File: src/rtl/board_settle_spawner.sv
// Post-move controller for the 4x4 merge grid: waits for the board to settle, spawns a tile
// into a pseudo-random empty cell, counts merges and flags win / game-over.
module board_settle_spawner #(
   parameter int unsigned SETTLE_CYCLES = 4,
   parameter logic [15:0] LFSR_SEED     = 16'hACE1,
   parameter logic [3:0]  WIN_VALUE     = 4'd11
) (
   input  logic        clk,
   input  logic        rst,
   input  logic        init_start,
   input  logic        move_start,
   input  logic [63:0] board_value,
   input  logic [15:0] node_score,
   input  logic [31:0] node_movable,
   output logic [15:0] preset_ext,
   output logic [3:0]  value_preset,
   output logic        busy,
   output logic        spawned,
   output logic [15:0] merge_count,
   output logic        win,
   output logic        game_over
);

   typedef enum logic [2:0] {IDLE, SETTLE, PICK, WRITE, GAP, CHECK} state_t;

   localparam logic [7:0] SETTLE_LAST = 8'(SETTLE_CYCLES - 1);

   state_t      state, state_nxt;
   logic [15:0] lfsr;
   logic [63:0] board_prev;
   logic [63:0] snapshot;
   logic [7:0]  settle_cnt;
   logic [3:0]  scan_idx;
   logic [4:0]  scan_n;
   logic [1:0]  spawns_left;
   logic        changed_now;
   logic        board_full;
   logic        any_win;
   logic [3:0]  cell_at_scan;

   function automatic logic [15:0] lfsr_next(input logic [15:0] v);
      return {1'b0, v[15:1]} ^ (v[0] ? 16'hB400 : 16'h0000);
   endfunction

   function automatic logic [4:0] popcount16(input logic [15:0] v);
      logic [4:0] n;
      n = '0;
      for (int i = 0; i < 16; i++) n = n + {4'd0, v[i]};
      return n;
   endfunction

   function automatic logic [15:0] sat_add16(input logic [15:0] a, input logic [4:0] b);
      logic [16:0] s;
      s = {1'b0, a} + {12'd0, b};
      return s[16] ? 16'hFFFF : s[15:0];
   endfunction

   assign changed_now  = (board_value != board_prev);
   assign cell_at_scan = board_value[{scan_idx, 2'b00} +: 4];
   assign busy         = (state != IDLE);

   always_comb begin
      board_full = 1'b1;
      any_win    = 1'b0;
      for (int i = 0; i < 16; i++) begin
         if (board_value[4*i +: 4] == 4'd0)      board_full = 1'b0;
         if (board_value[4*i +: 4] == WIN_VALUE) any_win    = 1'b1;
      end
   end

   always_ff @(posedge clk) begin
      if (rst) state <= IDLE;
      else     state <= state_nxt;
   end

   always_comb begin
      state_nxt = state;
      case (state)
         IDLE: begin
            if (init_start)                   state_nxt = PICK;
            else if (move_start && !game_over) state_nxt = SETTLE;
         end
         SETTLE: begin
            if (!changed_now && settle_cnt == SETTLE_LAST)
               state_nxt = (board_value != snapshot) ? PICK : CHECK;
         end
         PICK: begin
            if (cell_at_scan == 4'd0) state_nxt = WRITE;
            else if (scan_n == 5'd15)  state_nxt = CHECK;
         end
         WRITE:   state_nxt = GAP;
         GAP:     state_nxt = (spawns_left != 2'd0) ? PICK : CHECK;
         CHECK:   state_nxt = IDLE;
         default: state_nxt = IDLE;
      endcase
   end

   // Control and registered outputs; spawn strobes are launched on the PICK->WRITE edge
   // so they are visible exactly during the WRITE cycle.
   always_ff @(posedge clk) begin
      if (rst) begin
         lfsr         <= LFSR_SEED;
         spawns_left  <= 2'd0;
         preset_ext   <= '0;
         value_preset <= '0;
         spawned      <= 1'b0;
         merge_count  <= '0;
         win          <= 1'b0;
         game_over    <= 1'b0;
      end else begin
         lfsr         <= lfsr_next(lfsr);
         merge_count  <= sat_add16(merge_count, popcount16(node_score));
         if (any_win) win <= 1'b1;
         preset_ext   <= '0;
         value_preset <= '0;
         spawned      <= 1'b0;
         case (state)
            IDLE: begin
               if (init_start) begin
                  spawns_left <= 2'd2;
                  game_over   <= 1'b0;
               end
            end
            SETTLE: if (state_nxt == PICK) spawns_left <= 2'd1;
            PICK: begin
               if (state_nxt == WRITE) begin
                  preset_ext   <= 16'd1 << scan_idx;
                  value_preset <= (lfsr[7:5] == 3'd0) ? 4'd2 : 4'd1;
                  spawned      <= 1'b1;
               end
            end
            WRITE: spawns_left <= spawns_left - 2'd1;
            CHECK: if (board_full && node_movable == 32'd0) game_over <= 1'b1;
            default: ;
         endcase
      end
   end

   // Datapath registers: only meaningful once the FSM has set them up.
   always_ff @(posedge clk) begin
      board_prev <= board_value;
      if (state == IDLE && move_start) snapshot <= board_value;
      if (state != SETTLE)  settle_cnt <= 8'd0;
      else if (changed_now) settle_cnt <= 8'd0;
      else                  settle_cnt <= settle_cnt + 8'd1;
      if (state != PICK && state_nxt == PICK) begin
         scan_idx <= lfsr[3:0];
         scan_n   <= 5'd0;
      end else if (state == PICK) begin
         scan_idx <= scan_idx + 4'd1;
         scan_n   <= scan_n + 5'd1;
      end
   end

endmodule

File: config.mk
export PLATFORM = sky130hd
export DESIGN_NAME = board_settle_spawner
export DESIGN_NICKNAME = d
export VERILOG_FILES = /design/src/rtl/board_settle_spawner.sv
export SDC_FILE = /design/constraint.sdc
export NUM_CORES = 1
export LEC_CHECK = 0
export BUFFER_PORTS_ARGS = -buffer_cell sky130_fd_sc_hd__buf_2
export CORE_MARGIN = 3
export CORE_UTILIZATION = 50
export CTS_CLUSTER_SIZE = 14
export DETAILED_ROUTE_END_ITERATION = 10
export PLACE_DENSITY = 0.76
export SETUP_SLACK_MARGIN = 0.02
export SYNTH_ARGS = -nofsm -noshare
export SYNTH_HDL_FRONTEND = slang
export SYNTH_SLANG_ARGS = --single-unit
File: constraint.sdc
create_clock -name clk -period 4.06 [get_ports clk]
set_input_delay 0 -clock clk [delete_from_list [all_inputs] [get_ports clk]]
set_output_delay 0 -clock clk [all_outputs]
set_load 0.01 [all_outputs]
==> impl_results.md, run 1 <==
* Endpoints failing setup at 0
* Highest metal used: met4
* Mean Syn Cell Area at approximately 12 um2
* Largest net degree at the start of global routing at 39
* Synth Instances at 731
* Setup CP Type: flop to flop
* Total GRT Usage at 0.223
* CTS clk-pin slew, worst paths at 0.06 ns
* Vias per std cell at between 5 and 6
* Root Driver: clkbuf_16
* Met1 WL at 9090 um
* Synthesized flop and latch total at 203
* Buffers on Ports at 153
* Storage cell area at 4740 um2
* DRT Pass-1 Iters at 5
* Vias in the first global route at 6,315
* Total gr overflow at 0
* Final Max Tran Viols at 0
* Reg-to-Reg Start: merge_count[0]$_SDFF_PP0_
* FFs w/ async S/R, synth at 0
* CTS tree: built
* Logic pwr share at 0.274
* CTS Buf Count at 21
* Int Pwr at 4.28 mW
* CP startpoint kind: flop
* Switching power at 1.88 mW
* FILL cells at around 1.3k
* Final GP Congestion at 0.882
* Post-synth cell types at 71
* Power Density at 557 nW/um2
* CP startpoint: merge_count[0]$_SDFF_PP0_
* Worst Hold Class: input pin to flop
* Min cycle time layout at about 3.9 ns
* Via Count at 6,401
* Synth Warn # at 0
* Register area share after synthesis at 0.545
* I/O pins at 156
* Core area at 16,800 um2
* Drt initial violations at 328
* Fraction of layout cells with a size suffix above 1 at 0.233
* Area of the multi-input gates at 3720 um2
* Final hold viol count at 0
* Global-route wire length before repair at 32,900 um
* Wire per inst at 17.8 um
* Worst vdd ir at 0.375 mV
* Non-filler instance count after layout at 1,205
* Crit. End Element: flop
* Clock Latency Late Sink at 0.49 ns
* DRC viols at 0
* Leak at 4.35 nW
* CP Max Fanout at 3
* H-tree Lvls at 1
* Antenna-violating nets left at 0
* Die ar. at 19,000 um2
* Clk buf depth at 3
* Fmax at 0.258 GHz
* Cell area after synthesis at slightly below 9000 um2
* Metal3 WL at 1510 um
* Run status: complete, no violations
* Starting Density at 0.518
* Die Wd at approximately 140 um
* Final total power at 6.16 mW
* Number of cells after detailed placement at 1,095
* Period utilisation layout at 0.954
* Ys flop type: dfxtp_1
* Switch share at 0.305
* Row Count at 47
* RSZ-0062 raised after global routing: true
* Setup Skew at around 0.011 ns
* CTS Sinks at 203
* Hold Path Origin: rst
* Nets at 1,115
* Seq pwr share at 0.442
* WL final at 21,400 um
* Die H at 138 um
* Number of flops mapped to enable cells by yosys at between 60 and 70
* Slew HR at 0.212
* Worst-margin pin slew at 1.15 ns
* # Max-Cap Violations at 0
* Initial antenna violation count at 1
* Routed wl met2 at 10,400 um
* Final HPWL DP at about 15,000 um
* P&R area growth vs syn at 26.9%
* WP data arrival at 4.28 ns
* Clock power share at 0.284
* CP required at 4.47 ns
[cell families (layout without fill, tap and decap cells)]
| group | Yosys count | after routing | synth area share |
|---|---|---|---|
| compound gates | 62 | 62 | 0.0505 |
| xor+xnor | 149 | 149 | 0.151 |
| fa+ha+maj | 30 | 30 | 0.0535 |
| buf+inv | 60 | 312 | 0.0290 |
| flops | 203 | 203 | 0.545 |
| mux | 11 | 11 | 0.0188 |
| other cells | 1 | 3 | 0.000431 |
| simple gates | 215 | 215 | 0.152 |
[per-stage QoR]
stage,TNS [ns],instance area (um2),setup WS (ns),hold slack [ns],utilization
2_1_floorplan,0,8710,0.183,0.0277,-
3_3_place_gp,-1.03,9710,-0.196,0.197,0.577
3_5_place_dp,-2.04,9710,-0.285,0.197,0.577
4_1_cts,0,11000,0.189,0.0338,0.656
5_1_grt,0,11000,0.0116,0.0560,0.657
6_report,0,11000,0.185,0.0435,0.657
[cell usage after synthesis (4+ instances only)]
library cell	number	share of area
xnor2_1	140	0.14
dfxtp_1	135	0.31
edfxtp_1	68	0.23
inv_1	43	0.019
nor2_1	41	0.018
nand4_1	39	0.028
nor4_1	25	0.018
a21oi_1	22	0.013
ha_1	18	0.026
nand2_1	17	0.0073
nand4b_1	15	0.015
nand3_1	13	0.0075
fa_1	12	0.028
clkbuf_1	8	0.0034
xor2_1	8	0.0080
and3_1	7	0.0050
nor2b_1	7	0.0050
nor3_1	6	0.0034
or2_2	6	0.0043
o21ai_0	5	0.0029
a311oi_1	4	0.0040
mux2i_1	4	0.0046
nor4_2	4	0.0057
or4_1	4	0.0034
[per-layer routing]
metal  vias up  global-route usage
met2       265               0.385
met3        33              0.0392
met5         -                   0
li1       3083                   -
met1      3020               0.289
met4         0              0.0609
[path summary, 6_finish.rpt]
path / end / slack (ns) / cells after the start
setup / recovery: merge_count[14]$_SDFF_PP0_ / 0.19 / 15
hold / removal: lfsr[12]$_SDFF_PP0_ / 0.04 / 2
setup reg to reg: merge_count[14]$_SDFF_PP0_ / 0.19 / 15
hold reg to reg: lfsr[11]$_SDFF_PP1_ / 0.41 / 1
[sequential cells by signal, indices dropped and copies added, names as in the netlist, 3 cells and up]
| register | flops |
|---|---|
| lfsr | 16 |
| state | 3 |
| board_prev | 64 |
| preset_ext | 16 |
| merge_count | 16 |
| settle_cnt | 8 |
| scan_n | 5 |
| snapshot | 64 |
| scan_idx | 4 |
[power by group through the flow]
stage               registers [mW]  logic, mW  clock network [mW]
global placement              2.74       1.55                   0
floorplan                     2.67       1.21                   0
CTS                           2.71       1.68                1.77
detailed placement            2.75       1.59                   0
global route                  2.75       1.89                1.87
finish                        2.72       1.69                1.75
[what timing repair did]
item | CTS | global route
gates resized for setup | 1 | 1
endpoints found under the hold margin | 133 | 0
buffers inserted | 0 | 2
pin swaps | 0 | 1
hold buffers | 69 | 0
endpoints found under the setup margin | 2 | 2
[worst max-delay path, cell delays in order (launching register included)]
cell	delay, ns
dfxtp_1	0.33
inv_1	0.07
fa_1	0.57
fa_1	0.44
fa_1	0.51
fa_1	0.19
inv_1	0.06
fa_1	0.37
a21o_1	0.19
a21o_1	0.20
a21oi_2	0.20
nor3_2	0.07
buf_4	0.14
buf_4	0.13
and4b_1	0.16
nor3_1	0.16
[cell usage in the layout, fill, tap and decap left out, drive strengths merged, types with 6 or more instances in the layout]
| cell type | instances |
|---|---|
| buf | 161 |
| xnor2 | 141 |
| dfxtp | 135 |
| dlygate4sd3 | 69 |
| edfxtp | 68 |
| inv | 45 |
| nor2 | 42 |
| nand4 | 40 |
| clkbuf | 30 |
| nor4 | 29 |
| a21oi | 22 |
| nand2 | 20 |
| ha | 18 |
| nand4b | 15 |
| nand3 | 13 |
| fa | 12 |
| nor3 | 9 |
| xor2 | 8 |
| and3 | 7 |
| nor2b | 7 |
| or2 | 6 |
| clkinv | 6 |
[layout make-up]
cell class | count | share of cell area
clock buffers | 30 | 0.0524
inverters | 44 | 0.0149
clock inverters | 8 | 0.00408
multi-input cells | 469 | 0.337
well taps | 220 | 0.0249
flip-flops and latches | 203 | 0.429
diodes | 1 | 0.000226
repair buffers | 230 | 0.137
No activity file was read; power rests on OpenSTA's default activity.
==> run 2, diff against run 1 <==
--- a/config.mk
+++ b/config.mk
@@ -6,7 +6,6 @@
 export NUM_CORES = 1
 export LEC_CHECK = 0
 export BUFFER_PORTS_ARGS = -buffer_cell sky130_fd_sc_hd__buf_2
-export CORE_MARGIN = 3
 export CORE_UTILIZATION = 50
 export CTS_CLUSTER_SIZE = 14
 export DETAILED_ROUTE_END_ITERATION = 10
==> impl_results.md, run 2 (synthesized netlist as in run 1, its figures left out) <==
* Setup CP Type: flop to flop (unchanged)
* CP required at 4.47 ns (about the same)
* Slew HR at 0.360 (was 0.212)
* # Max-Cap Violations at 0 (unchanged)
* Grt met2 use at 0.406 (was 0.385)
* RSZ-0062 raised after global routing: false (was true)
* Most common cell after layout, fill and taps aside: buf_2 (unchanged)
* Core area at 16,800 um2 (unchanged)
* WL final at 20,800 um (was 21,400 um)
* H-tree Lvls at 1 (unchanged)
* Global-route wire length before repair at 32,900 um (about the same)
* Buffers on Ports at 153 (unchanged)
* P&R area growth vs syn at 27.6% (was 26.9%)
* Row Count at 47 (unchanged)
* Final GP Congestion at 0.831 (was 0.882)
* Endpoints failing setup at 0 (unchanged)
* Vias per std cell at 5.34 (was 5.31)
* Die ar. at 17,900 um2 (was 19,000 um2)
* Largest stage delay on the critical path at 0.56 ns (was 0.57 ns)
* Setup Skew at 0.0112 ns (was 0.0109 ns)
* Worst vdd ir at 0.476 mV (was 0.375 mV)
* Wire per inst at 17.3 um (was 17.8 um)
* Crit path max-delay family: adder cells (unchanged)
* Worst R2R Path Depth at 14 (was 15)
* GR Layer Usage met3 at 0.0348 (was 0.0392)
* CTS Buf Count at 22 (was 21)
* Run status: complete, no violations (unchanged)
* Gr busiest metal: met2 (unchanged)
* Diode count at 0 (was 1)
* Clock Latency Late Sink at 0.50 ns (was 0.49 ns)
* Most frequent CP cell: fa_1 (unchanged)
* CTS Sinks at 203 (unchanged)
* Final total power at 6.32 mW (was 6.16 mW)
* Total GRT Usage at 0.235 (was 0.223)
* WP data arrival at 4.20 ns (was 4.28 ns)
* CP Max Fanout at 4 (was 3)
* CP startpoint kind: flop (unchanged)
* Vias in the first global route at 6,271 (was 6,315)
* Largest net degree at the start of global routing at 65 (was 39)
* Fraction of layout cells with a size suffix above 1 at 0.234 (was 0.233)
* Worst path depth at 14 (was 15)
* Drt initial violations at 339 (was 328)
* CP cell instances: inv_1 -> fa_1 -> fa_1 -> fa_1 -> fa_1 -> inv_1 -> fa_1 -> a21o_1 -> a21o_1 -> a21oi_1 -> nor3_2 -> buf_4 -> and4b_1 -> nor3_1 (was inv_1 -> fa_1 -> fa_1 -> fa_1 -> fa_1 -> inv_1 -> fa_1 -> a21o_1 -> a21o_1 -> a21oi_2 -> nor3_2 -> buf_4 -> buf_4 -> and4b_1 -> nor3_1)
* CP bufs+invs at 3 (was 4)
* Min cycle time layout at 3.79 ns (was 3.87 ns)
* DRC viols at 0 (unchanged)
* Clk buf depth at 3 (unchanged)
* Root Driver: clkbuf_16 (unchanged)
* Antenna-violating nets left at 0 (unchanged)
* CTS tree: built (unchanged)
* Power Density at 569 nW/um2 (was 557 nW/um2)
* Leak at 4.38 nW (was 4.35 nW)
* Total gr overflow at 0 (unchanged)
* DRT Pass-1 Iters at 5 (unchanged)
* Worst-margin pin slew at 0.936 ns (was 1.15 ns)
* Via Count at 6,416 (was 6,401)
* I/O pins at 156 (unchanged)
* CTS clk-pin slew, worst paths at 0.06 ns (about the same)
* Die H at 134 um (was 138 um)
* Final core utilization at 0.660 (was 0.657)
* Final hold viol count at 0 (unchanged)
* Crit. End Element: flop (unchanged)
* Worst hold path depth at 4 (was 2)
* Worst Hold Class: input pin to flop (unchanged)
* Die Wd at 134 um (was 138 um)
* CP max stage cell: fa_1 (unchanged)
* Initial antenna violation count at 0 (was 1)
* Largest regs: board_prev x64, snapshot x64 (unchanged)
* Met1 Usage GRT at 0.307 (was 0.289)
* Fmax at 0.264 GHz (was 0.258 GHz)
* Most frequent cells in the layout: buf_2, xnor2_1, dfxtp_1, dlygate4sd3_1, edfxtp_1 (unchanged)
* Final Max Tran Viols at 0 (unchanged)
* Nets at 1,112 (was 1,115)
* Period utilisation layout at 0.932 (was 0.954)
* Starting Density at 0.518 (unchanged)
* Final HPWL DP at 14,500 um (was 14,800 um)
* FILL cells at 1,258 (was 1,292)
[run 2: cell types whose count changed in the layout (fill, tap and decap cells not counted), moves of 2 or more]
| cell | change |
|---|---|
| clkbuf_1 | -4 |
| buf_4 | -3 |
| bufinv_16 | +2 |
| clkbuf_16 | +2 |
| clkinv_2 | +2 |
[run 2: path summary, 6_finish.rpt]
kind                           endpoint  slack, ns                      start
max reg2reg  merge_count[14]$_SDFF_PP0_       0.27  merge_count[0]$_SDFF_PP0_
max          merge_count[14]$_SDFF_PP0_       0.27  merge_count[0]$_SDFF_PP0_
min reg2reg          lfsr[7]$_SDFF_PP1_       0.41         lfsr[8]$_SDFF_PP0_
min                 state[0]$_SDFF_PP0_      0.004                 move_start
[run 2: where the power goes]
| part | total [mW] | switching [mW] | internal [mW] |
|---|---|---|---|
| clock | 1.98 | 0.787 | 1.19 |
| combinational | 1.62 | 0.842 | 0.777 |
| sequential | 2.72 | 0.241 | 2.48 |
| total | 6.32 | 1.87 | 4.45 |
[run 2: worst register-to-register path: cells and delay by family (launching register included)]
family	cells	cell delay [ns]
compound gates	3	0.60
fa+ha+maj	5	2.10
buf+inv	3	0.28
flops	1	0.32
simple gates	3	0.41
[run 2: repair_timing]
action	CTS	global route
gates resized for setup	0	1
buffers inserted	0	0
endpoints found under the hold margin	132	0
hold buffers	68	0
endpoints found under the setup margin	0	1
[run 2: metrics by stage]
step	setup slack [ns]	hold slack [ns]	setup TNS, ns	instances	area (um2)
finish	0.274	0.00434	0	1201	11100
global route	0.0540	0.0122	0	1201	11100
CTS	0.201	0.00599	0	1201	11100
detailed placement	-0.0834	0.192	-0.148	1094	9700
global placement	0.0246	0.193	0	1094	9700
floorplan	0.183	0.0277	0	732	8710
[run 2: cell type report]
type | count | area, um2 | area share
multi-input cells | 469 | 3720 | 0.335
clock buffers | 28 | 614 | 0.0553
repair buffers | 226 | 1480 | 0.134
clock inverters | 11 | 106 | 0.00958
flip-flops and latches | 203 | 4740 | 0.427
inverters | 44 | 165 | 0.0149
well taps | 220 | 275 | 0.0248
[run 2: layer usage]
layer | share of wire | vias up
li1 | - | 3064
met1 | 0.43 | 3073
met2 | 0.49 | 243
met3 | 0.063 | 36
met4 | 0.017 | 0
met5 | 0 | -
